[src/rtl/adder_pkg.sv]
// Shared types and helpers for the chunked accumulator.
package adder_pkg;

  typedef enum logic [1:0] {
    IDLE = 2'd0,
    ADD  = 2'd1,
    RESP = 2'd2
  } acc_state_e;

  function automatic int unsigned nchunk(input int unsigned acc_w, input int unsigned width);
    return acc_w / width;
  endfunction

endpackage

[src/rtl/add_slice.sv]
// WIDTH-bit combinational ripple-carry adder slice.
module add_slice #(
  parameter int unsigned WIDTH = 3
) (
  input  logic [WIDTH-1:0] a,
  input  logic [WIDTH-1:0] b,
  input  logic             cin,
  output logic [WIDTH-1:0] s,
  output logic             cout
);

  always_comb begin
    logic c;
    s = '0;
    c = cin;
    for (int i = 0; i < int'(WIDTH); i++) begin
      s[i] = a[i] ^ b[i] ^ c;
      c    = (a[i] & b[i]) | (c & (a[i] ^ b[i]));
    end
    cout = c;
  end

endmodule

[src/rtl/chunked_accumulator.sv]
// Running-sum stage: one WIDTH-bit adder slice reused over ACC_W/WIDTH cycles,
// LSB chunk first, carry held in a register between chunks.
module chunked_accumulator
  import adder_pkg::*;
#(
  parameter int unsigned WIDTH = 3,
  parameter int unsigned ACC_W = 9
) (
  input  logic             clk,
  input  logic             rst_n,
  input  logic             in_valid,
  output logic             in_ready,
  input  logic [WIDTH-1:0] in_data,
  input  logic             clear,
  output logic             out_valid,
  input  logic             out_ready,
  output logic [ACC_W-1:0] acc_out,
  output logic             ovf
);

  localparam int unsigned NCHUNK = nchunk(ACC_W, WIDTH);
  localparam int unsigned IDX_W  = (NCHUNK > 1) ? $clog2(NCHUNK) : 1;
  localparam int unsigned BASE_W = (ACC_W > 1) ? $clog2(ACC_W) : 1;
  localparam logic [IDX_W-1:0] LAST_IDX = IDX_W'(NCHUNK - 1);

  if ((ACC_W % WIDTH) != 0) begin : g_bad_width
    $error("chunked_accumulator: ACC_W must be a multiple of WIDTH");
  end

  acc_state_e        r_state;
  acc_state_e        w_state_nxt;
  logic [ACC_W-1:0]  r_acc;
  logic [ACC_W-1:0]  r_work;
  logic [ACC_W-1:0]  r_op;
  logic              r_carry;
  logic [IDX_W-1:0]  r_idx;
  logic              r_ovf;
  logic              r_out_valid;

  logic              w_last;
  logic [BASE_W-1:0] w_base;
  logic [WIDTH-1:0]  w_a;
  logic [WIDTH-1:0]  w_b;
  logic [WIDTH-1:0]  w_s;
  logic              w_cout;
  logic [ACC_W-1:0]  w_work_upd;

  // State register
  always_ff @(posedge clk or negedge rst_n) begin
    if (!rst_n) r_state <= IDLE;
    else        r_state <= w_state_nxt;
  end

  // Next-state logic; clear in IDLE blocks the input handshake
  always_comb begin
    w_state_nxt = r_state;
    w_last      = 1'b0;
    case (r_state)
      IDLE: if (!clear && in_valid) w_state_nxt = ADD;
      ADD: begin
        w_last = (r_idx == LAST_IDX);
        if (w_last) w_state_nxt = RESP;
      end
      RESP: if (out_ready) w_state_nxt = IDLE;
      default: w_state_nxt = IDLE;
    endcase
  end

  // Select the current chunk of working sum and operand
  always_comb begin
    w_base     = BASE_W'(r_idx) * BASE_W'(WIDTH);
    w_a        = r_work[w_base +: WIDTH];
    w_b        = r_op[w_base +: WIDTH];
    w_work_upd = r_work;
    w_work_upd[w_base +: WIDTH] = w_s;
  end

  add_slice #(.WIDTH(WIDTH)) u_slice (
    .a    (w_a),
    .b    (w_b),
    .cin  (r_carry),
    .s    (w_s),
    .cout (w_cout)
  );

  // Datapath; the committed sum only changes on clear or on the last chunk
  always_ff @(posedge clk or negedge rst_n) begin
    if (!rst_n) begin
      r_acc       <= '0;
      r_work      <= '0;
      r_op        <= '0;
      r_carry     <= 1'b0;
      r_idx       <= '0;
      r_ovf       <= 1'b0;
      r_out_valid <= 1'b0;
    end else begin
      r_out_valid <= (w_state_nxt == RESP);
      case (r_state)
        IDLE: begin
          if (clear) begin
            r_acc <= '0;
            r_ovf <= 1'b0;
          end else if (in_valid) begin
            r_op    <= ACC_W'(in_data);
            r_work  <= r_acc;
            r_carry <= 1'b0;
            r_idx   <= '0;
          end
        end
        ADD: begin
          r_work  <= w_work_upd;
          r_carry <= w_cout;
          r_idx   <= r_idx + IDX_W'(1);
          if (w_last) begin
            r_acc <= w_work_upd;
            r_ovf <= r_ovf | w_cout;
          end
        end
        default: ;
      endcase
    end
  end

  assign in_ready  = (r_state == IDLE) && !clear;
  assign out_valid = r_out_valid;
  assign acc_out   = r_acc;
  assign ovf       = r_ovf;

endmodule
[config.mk]
export PLATFORM = sky130hd
export DESIGN_NAME = chunked_accumulator
export DESIGN_NICKNAME = d
export VERILOG_FILES = /design/src/rtl/adder_pkg.sv /design/src/rtl/add_slice.sv /design/src/rtl/chunked_accumulator.sv
export SDC_FILE = /design/constraint.sdc
export NUM_CORES = 1
export LEC_CHECK = 0
export ABC_AREA = 1
export CAP_MARGIN = 40
export CELL_PAD_IN_SITES_DETAIL_PLACEMENT = 1
export CELL_PAD_IN_SITES_GLOBAL_PLACEMENT = 1
export CORE_ASPECT_RATIO = 1.5
export CORE_MARGIN = 2
export CORE_UTILIZATION = 40
export CTS_CLUSTER_DIAMETER = 80
export DETAILED_ROUTE_END_ITERATION = 8
export PLACE_DENSITY = 0.83
export SKIP_CTS_REPAIR_TIMING = 1
export SYNTH_ARGS = -nofsm -noshare
export SYNTH_HDL_FRONTEND = slang
export SYNTH_HIERARCHICAL = 1
export SYNTH_SLANG_ARGS = --single-unit
[constraint.sdc]
create_clock -name clk -period 7.1 [get_ports clk]
set_input_delay 1.42 -clock clk [delete_from_list [all_inputs] [get_ports clk]]
set_output_delay 1.42 -clock clk [all_outputs]
set_load 0.1 [all_outputs]
# After elaboration in Yosys (flattened, before gate mapping)
# Cells that the tools add are included.
[word_totals]
reg_bits = 28
latchBits = 0
ramBits = 0
rom_bits = 0
in_bits = 8
out_inout_bits = 12
memories = 0
[classes]
n_addsub = 2
mul = 1
n_div = 0
magnitude_cmp = 0
eq_ne = 8
shift = 4
n_mux = 21
bitwise = 17
reduce_logical = 8
[op_table]
columns = ["operator", "n"]
rows = [
  ["2-to-1 mux 9 bit", 4],
  ["case mux 9 bit (2 select lines)", 2],
  ["indexed part select 9 x 5 -> 3 bit", 2],
  ["2-to-1 mux 2 bit", 5],
  ["bitwise mux 9 bit", 1],
  ["AND reduction 3 bit", 3],
  ["variable shift 3 x 6 -> 9 bit (first input constant)", 1],
  ["indexed part select 3 x 6 -> 9 bit", 1],
  ["inequality test 2 bit (second input constant)", 4],
  ["bitwise AND 1 bit", 6],
  ["equality test 2 bit (second input constant)", 3],
  ["negation 4 -> 6 bit", 1],
  ["case mux 2 bit (3 select lines)", 1],
  ["XOR 1 bit", 6],
  ["2-to-1 mux 1 bit", 5],
  ["multiplier 2 x 2 -> 4 bit (second input constant)", 1],
  ["OR 1 bit", 4],
  ["case mux 1 bit (2 select lines)", 2],
  ["case mux 2 bit (2 select lines)", 1],
  ["adder 2 x 1 -> 2 bit (second input constant)", 1],
  ["equality test 2 x 1 -> 1 bit (second input constant)", 1],
  ["logical AND 1 bit", 2],
  ["logical NOT 2 bit", 1],
  ["nonzero test 2 bit", 1],
  ["2 further kinds", 2],
]

# Logic depth before layout (Yosys ltp)
# Gate-level depths: netlist of run 1.
[depth]
ltp_word = 12
depth_mapped = 17

# Hierarchy
# Netlist of run 1, hierarchy kept.
[modules_own_cells]
columns = ["mod", "instances", "cells_each", "area_per_inst_um2"]
rows = [
  ["chunked_accumulator", 1, 207, 1562.7],
  ["add_slice", 1, 13, 97.6],
]

# Worst setup path before layout of run 1
# No wires, ideal clock.
[synth_timing]
path_type = "input -> output"
from = "input port clear"
to = "output port in_ready"
t_arrival_ns = 2.673
required_ns = 5.680
setup_slack_ns = 3.007
path_stages = 1
n_path_buf = 0
cell_sequence = "nor2_1"
[synth_between]
elab_chain_len = 2
[synth_lines]
columns = ["element", "line_no", "text"]
rows = [
  ["from (decl)", "chunked_accumulator.sv:14", "input logic clear,"],
  ["logical NOT 1 bit", "chunked_accumulator.sv:124", "assign in_ready = (r_state == IDLE) && !clear;"],
  ["logical AND 1 bit", "chunked_accumulator.sv:124", ""],
  ["to (decl)", "chunked_accumulator.sv:12", "output logic in_ready,"],
]
# Every way passes these cells.

# Worst setup path after layout of run 1
# Ends and elaborated chain as after synthesis.

==> results.cfg, run 1 <==
[run_status]
outcome = completed

[timing]
skew_ps = 4.52
tightest_slew_ps = 538
fmax_ghz = 0.242
setup_viol = 0
relSlewSlack_pct = 64.0
tns_ps = 0
rsz0062_at_grt = no
period_needed_ps = 4130
finalHoldViolations = 0
slew_viol_final = 0
fin_crit_sh_pct = 58.1

[global_routing]
antenna_found_initial = 0
grt_max_degree = 29
overflow = 0
track_usage_pct = 19.6
grt_pass1_wl_um = 7230
grt_pass1_vias = 1617

[synth]
synthArstFlopShare_pct = 100
ys_warn_count = 6
yosys.area.top_type = dfrtp_1
synth_top_area_share_pct = 42.2
ys_top_cells_by_area = dfrtp_1 (42%), nand2_1 (14%), nor2_1 (6.8%)
synthFlopType = dfrtp_1
yosysSeqAreaShare_pct = 42.2
synthTopCellsByCount = nand2_1 (64), nor2_1 (30), inv_1 (29)
synth.avg_cell_area_sq_um = 7.55
syn_inst = 220
syn_nets = 236
ys_seq_elements = 28
yosysMostFrequentCell = nand2_1
synth-edff-count = 0
synth_area_sq_um = 1660
synth_cell_types = 23

[clocking]
clock_latency_ps = 280
cts_buffers = 3
cts_max_level = 1
cts_root_buf = clkbuf_8
cts_sinks = 28
cts_tree = yes
cts_buffer_depth = 2
clkTransAtPathRegs_ps = 100

[die]
rows = 28
core-area_sq_um = 3960
start_util_pct = 41.9
die_x_um = 56.6
pin_count = 20
die-area_sq_um = 4690
die_h_um = 82.9

[routing]
routed-via-count = 1466
drc = 0
ant_nets = 0
wl_per_cell_um = 13.8
drt_wl_total_um = 4080
drtIter0Drc = 13
vias_per_cell = 4.95
dr.pass1.iters = 4

[cells_and_area]
final_cell_count_no_fill = 296
design_area_sq_um = 2120
fin_nets = 268
syn2layout_area_growth_pct = 27.7
layout-drive-gt1-share_pct = 13.9
antenna_cells = 0
nFillCells = 519

[worst_hold_path]
hp-class = flop to flop

[place]
dp_hpwl_um = 3060
dpl-instance-area_sq_um = 2050
io_buffers = 19
placed_cells = 292
place_congestion = 0.790

[worst_setup_path]
cp_max_fo = 2
crit_required_ps = 5680
crit_type = input pin to primary output
worstPathArrival_ps = 2710
reg2reg_slack_ps = 4140
cp-start-kind = input pin
worstSetupEndpointType = primary output

[job]
drv_cap = 0
-- per-layer routing --
layer	vias to the layer above	track usage, %	part of all wire, %
li1	731	-	-
met1	709	21.0	39
met2	19	37.5	57
met3	7	2.34	1.6
met4	0	7.58	2.0
met5	-	0	0
-- registers in the layout, indices dropped and copies added, names as in the netlist --
name,count
acc_out,9
r_work,9
r_op,3
r_idx,2
r_state,2
out_valid,1
ovf,1
r_carry,1
-- kinds of logic after synthesis --
family                   synth area share (%)
AO/OA/AOI/OAI                            10.1
adder cells (fa/ha/maj)                  7.39
buffers and inverters                    10.2
flip-flops                               42.2
AND/OR/NAND/NOR                          30.1
-- critical path, stage by stage --
cell	delay [ps]
clkdlybuf4s50_1	420
nor2_1	120
clkdlybuf4s50_1	530
buf_8	210
-- placed cells by master, fill, tap and decap left out, types with 2 or more instances in the layout --
cell	n
o31ai_1	2
nor2_4	2
inv_2	2
a21oi_1	8
clkbuf_8	3
ha_1	5
clkdlybuf4s50_1	19
nor2_1	30
nor2_2	2
buf_8	12
nand3_1	14
o21ai_0	12
dfrtp_1	28
fa_1	3
nand2_1	64
nand2_2	4
inv_1	29
o21ai_2	6
-- through the flow --
stage / hold WS, ps / setup WS [ps] / util, %
6_report: 477 / 2970 / 53.6
5_1_grt: 499 / 2940 / 53.6
4_1_cts: 483 / 2960 / 53.6
3_5_place_dp: 459 / 2960 / 51.8
3_3_place_gp: 455 / 2610 / 47.2
2_1_floorplan: 442 / 3010 / -
-- layout make-up --
type	instances	area (sq um)	area share, %
multi-input cells	154	790	37.2
flip-flops and latches	28	701	33.0
repair buffers	32	378	17.8
inverters	33	125	5.90
well taps	45	56.3	2.65
clock buffers	3	41.3	1.95
clock inverters	1	30.0	1.42
-- path summary, 6_finish.rpt --
check	start	end	depth (start not counted)
worst max register to register	r_idx[0]	r_work[5]	16
worst min-delay path	r_op[0]	r_op[0]	2
max in group asynchronous	rst_n	acc_out[4]	2
worst min register to register	r_op[0]	r_op[0]	2
min in group asynchronous	rst_n	r_state[0]	2
worst max-delay path	clear	in_ready	4
Power of run 1 is not shown: default switching activity piles up to over one toggle a cycle in this logic, so the estimate is an artifact.
==> run 2: changes to the inputs <==
- clock period: 7.1 -> 3.8 ns (I/O delays scaled with it)
==> run 2 against run 1 <==
Compared with the run above:
- global-route usage down 0.34 points
- critical path depth grew 12
- worst hold slack better by 9.6 ps
- routed wire length up 2.1%
- clock skew is 2.6 ps lower
- count of clock-buffer cells in the layout unchanged
- critical endpoint is now r_work[5]
- utilization decreased by 1.2 points
- cell count shrank 0.68%
- cell area shrank 2.2%
- sequential share of layout area is 0.76 points higher
- first-iteration DRC count grew 54%
==> results.cfg, run 2 (synthesized netlist as in run 1, its figures left out) <==
[die]
core-area_sq_um = 3960
die_x_um = 56.6
die-area_sq_um = 4690
die_h_um = 82.9
start_util_pct = 41.9
rows = 28
pin_count = 20

[cells_and_area]
antenna_cells = 0
syn2layout_area_growth_pct = 24.9
fin_nets = 267
layout_commonest_cell = nand2_1
layout-drive-gt1-share_pct = 13.7
final_cell_mix = nand2_1 (64), nor2_1 (30), inv_1 (29)
nFillCells = 522

[routing]
drc = 0
drt_wl_total_um = 4160
drtIter0Drc = 20
ant_nets = 0
vias_per_cell = 4.89
dr.pass1.iters = 4
wl_per_cell_um = 14.2
routed-via-count = 1439

[worst_setup_path]
worstPathArrival_ps = 3160
worstSetupEndpointType = flop
worst-path-stages = 16
cp_slowest_cell = dfrtp_1
crit_required_ps = 4020
crit_start = r_idx[0]
regToRegEndpoint = r_work[5]
reg2reg_slack_ps = 860
cp-start-kind = flop
r2r-start = r_idx[0]
r2r_cells = 16
crit_path_end = r_work[5]
crit_top_cell = inv_1
cp_cell_sequence = inv_1, nand3_1, o21ai_0, inv_1, fa_1, inv_1, fa_1, inv_1, fa_1, inv_1, nand3_1, nand2_1, nand3_1, nand2_1, nand2_1, nand2_1
cp_num_buf_inv = 5
cp_top_family = adder cells
cpPeakStageDelay_ps = 540
crit_type = flop to flop
cp_max_fo = 16

[global_routing]
grt_pass1_wl_um = 7000
antenna_found_initial = 0
grt_max_degree = 29
overflow = 0
track_usage_pct = 19.3
grt_pass1_vias = 1530

[place]
io_buffers = 19
place_congestion = 0.821
dp_hpwl_um = 3200

[clocking]
cts_root_buf = clkbuf_8
cts_buffers = 3
cts_max_level = 1
cts_buffer_depth = 2
clkTransAtPathRegs_ps = 90
cts_tree = yes
clock_latency_ps = 280
cts_sinks = 28

[timing]
setup_viol = 0
fmax_ghz = 0.340
fin_crit_sh_pct = 77.3
rsz0062_at_grt = no
period_needed_ps = 2940
skew_ps = 1.89
tns_ps = 0
tightest_slew_ps = 535
finalHoldViolations = 0
slew_viol_final = 0
relSlewSlack_pct = 64.3

[run_status]
outcome = completed

[worst_hold_path]
hp-class = flop to flop
whs_path_depth = 2

[job]
drv_cap = 0
-- run 2: cell types whose count changed in the layout (fill, tap and decap cells not counted) --
| cell | delta |
|---|---|
| buf_4 | +1 |
| buf_8 | -1 |
| bufinv_16 | -1 |
| clkdlybuf4s50_1 | -1 |
-- run 2: worst min path at each step --
stage | slack [ps] | to | from
global route | 510 | r_carry | r_carry
finish | 490 | r_carry | r_carry
global placement | 460 | r_carry | r_carry
CTS | 490 | r_carry | r_carry
floorplan | 440 | r_carry | r_carry
detailed placement | 470 | r_carry | r_carry
-- run 2: metrics by stage --
step | hold slack (ps) | worst slack, ps | std cells | cell area [sq um] | utilization [%]
floorplan | 442 | 1030 | 220 | 1660 | -
global route | 508 | 586 | 294 | 2070 | 52.4
detailed placement | 469 | 869 | 291 | 2030 | 51.3
CTS | 490 | 837 | 294 | 2070 | 52.4
global placement | 462 | 1040 | 280 | 1870 | 47.2
finish | 486 | 862 | 294 | 2070 | 52.4
-- run 2: layout make-up --
class / instances / area (sq um) / area share, %
Sequential cell: 28 / 701 / 33.8
Timing Repair Buffer: 31 / 360 / 17.4
Multi-Input combinational cell: 154 / 790 / 38.1
Tap cell: 45 / 56.3 / 2.72
Inverter: 33 / 125 / 6.03
Clock buffer: 3 / 41.3 / 1.99
-- run 2: routing by layer --
metal | vias up | global-route usage [%] | part of all wire [%] | wire [um]
li1 | 731 | - | - | -
met1 | 684 | 19.9 | 39 | 1610
met2 | 17 | 36.9 | 57 | 2390
met3 | 7 | 2.96 | 1.8 | 75
met4 | 0 | 8.01 | 2.2 | 91
met5 | - | 0 | 0 | 0
-- run 2: tightest hold or removal path: stages, from the launching register on --
cell	delay [ps]
dfrtp_1	350
nand2_1	60
nand2_1	50
Power of run 2 is left out for the same reason.
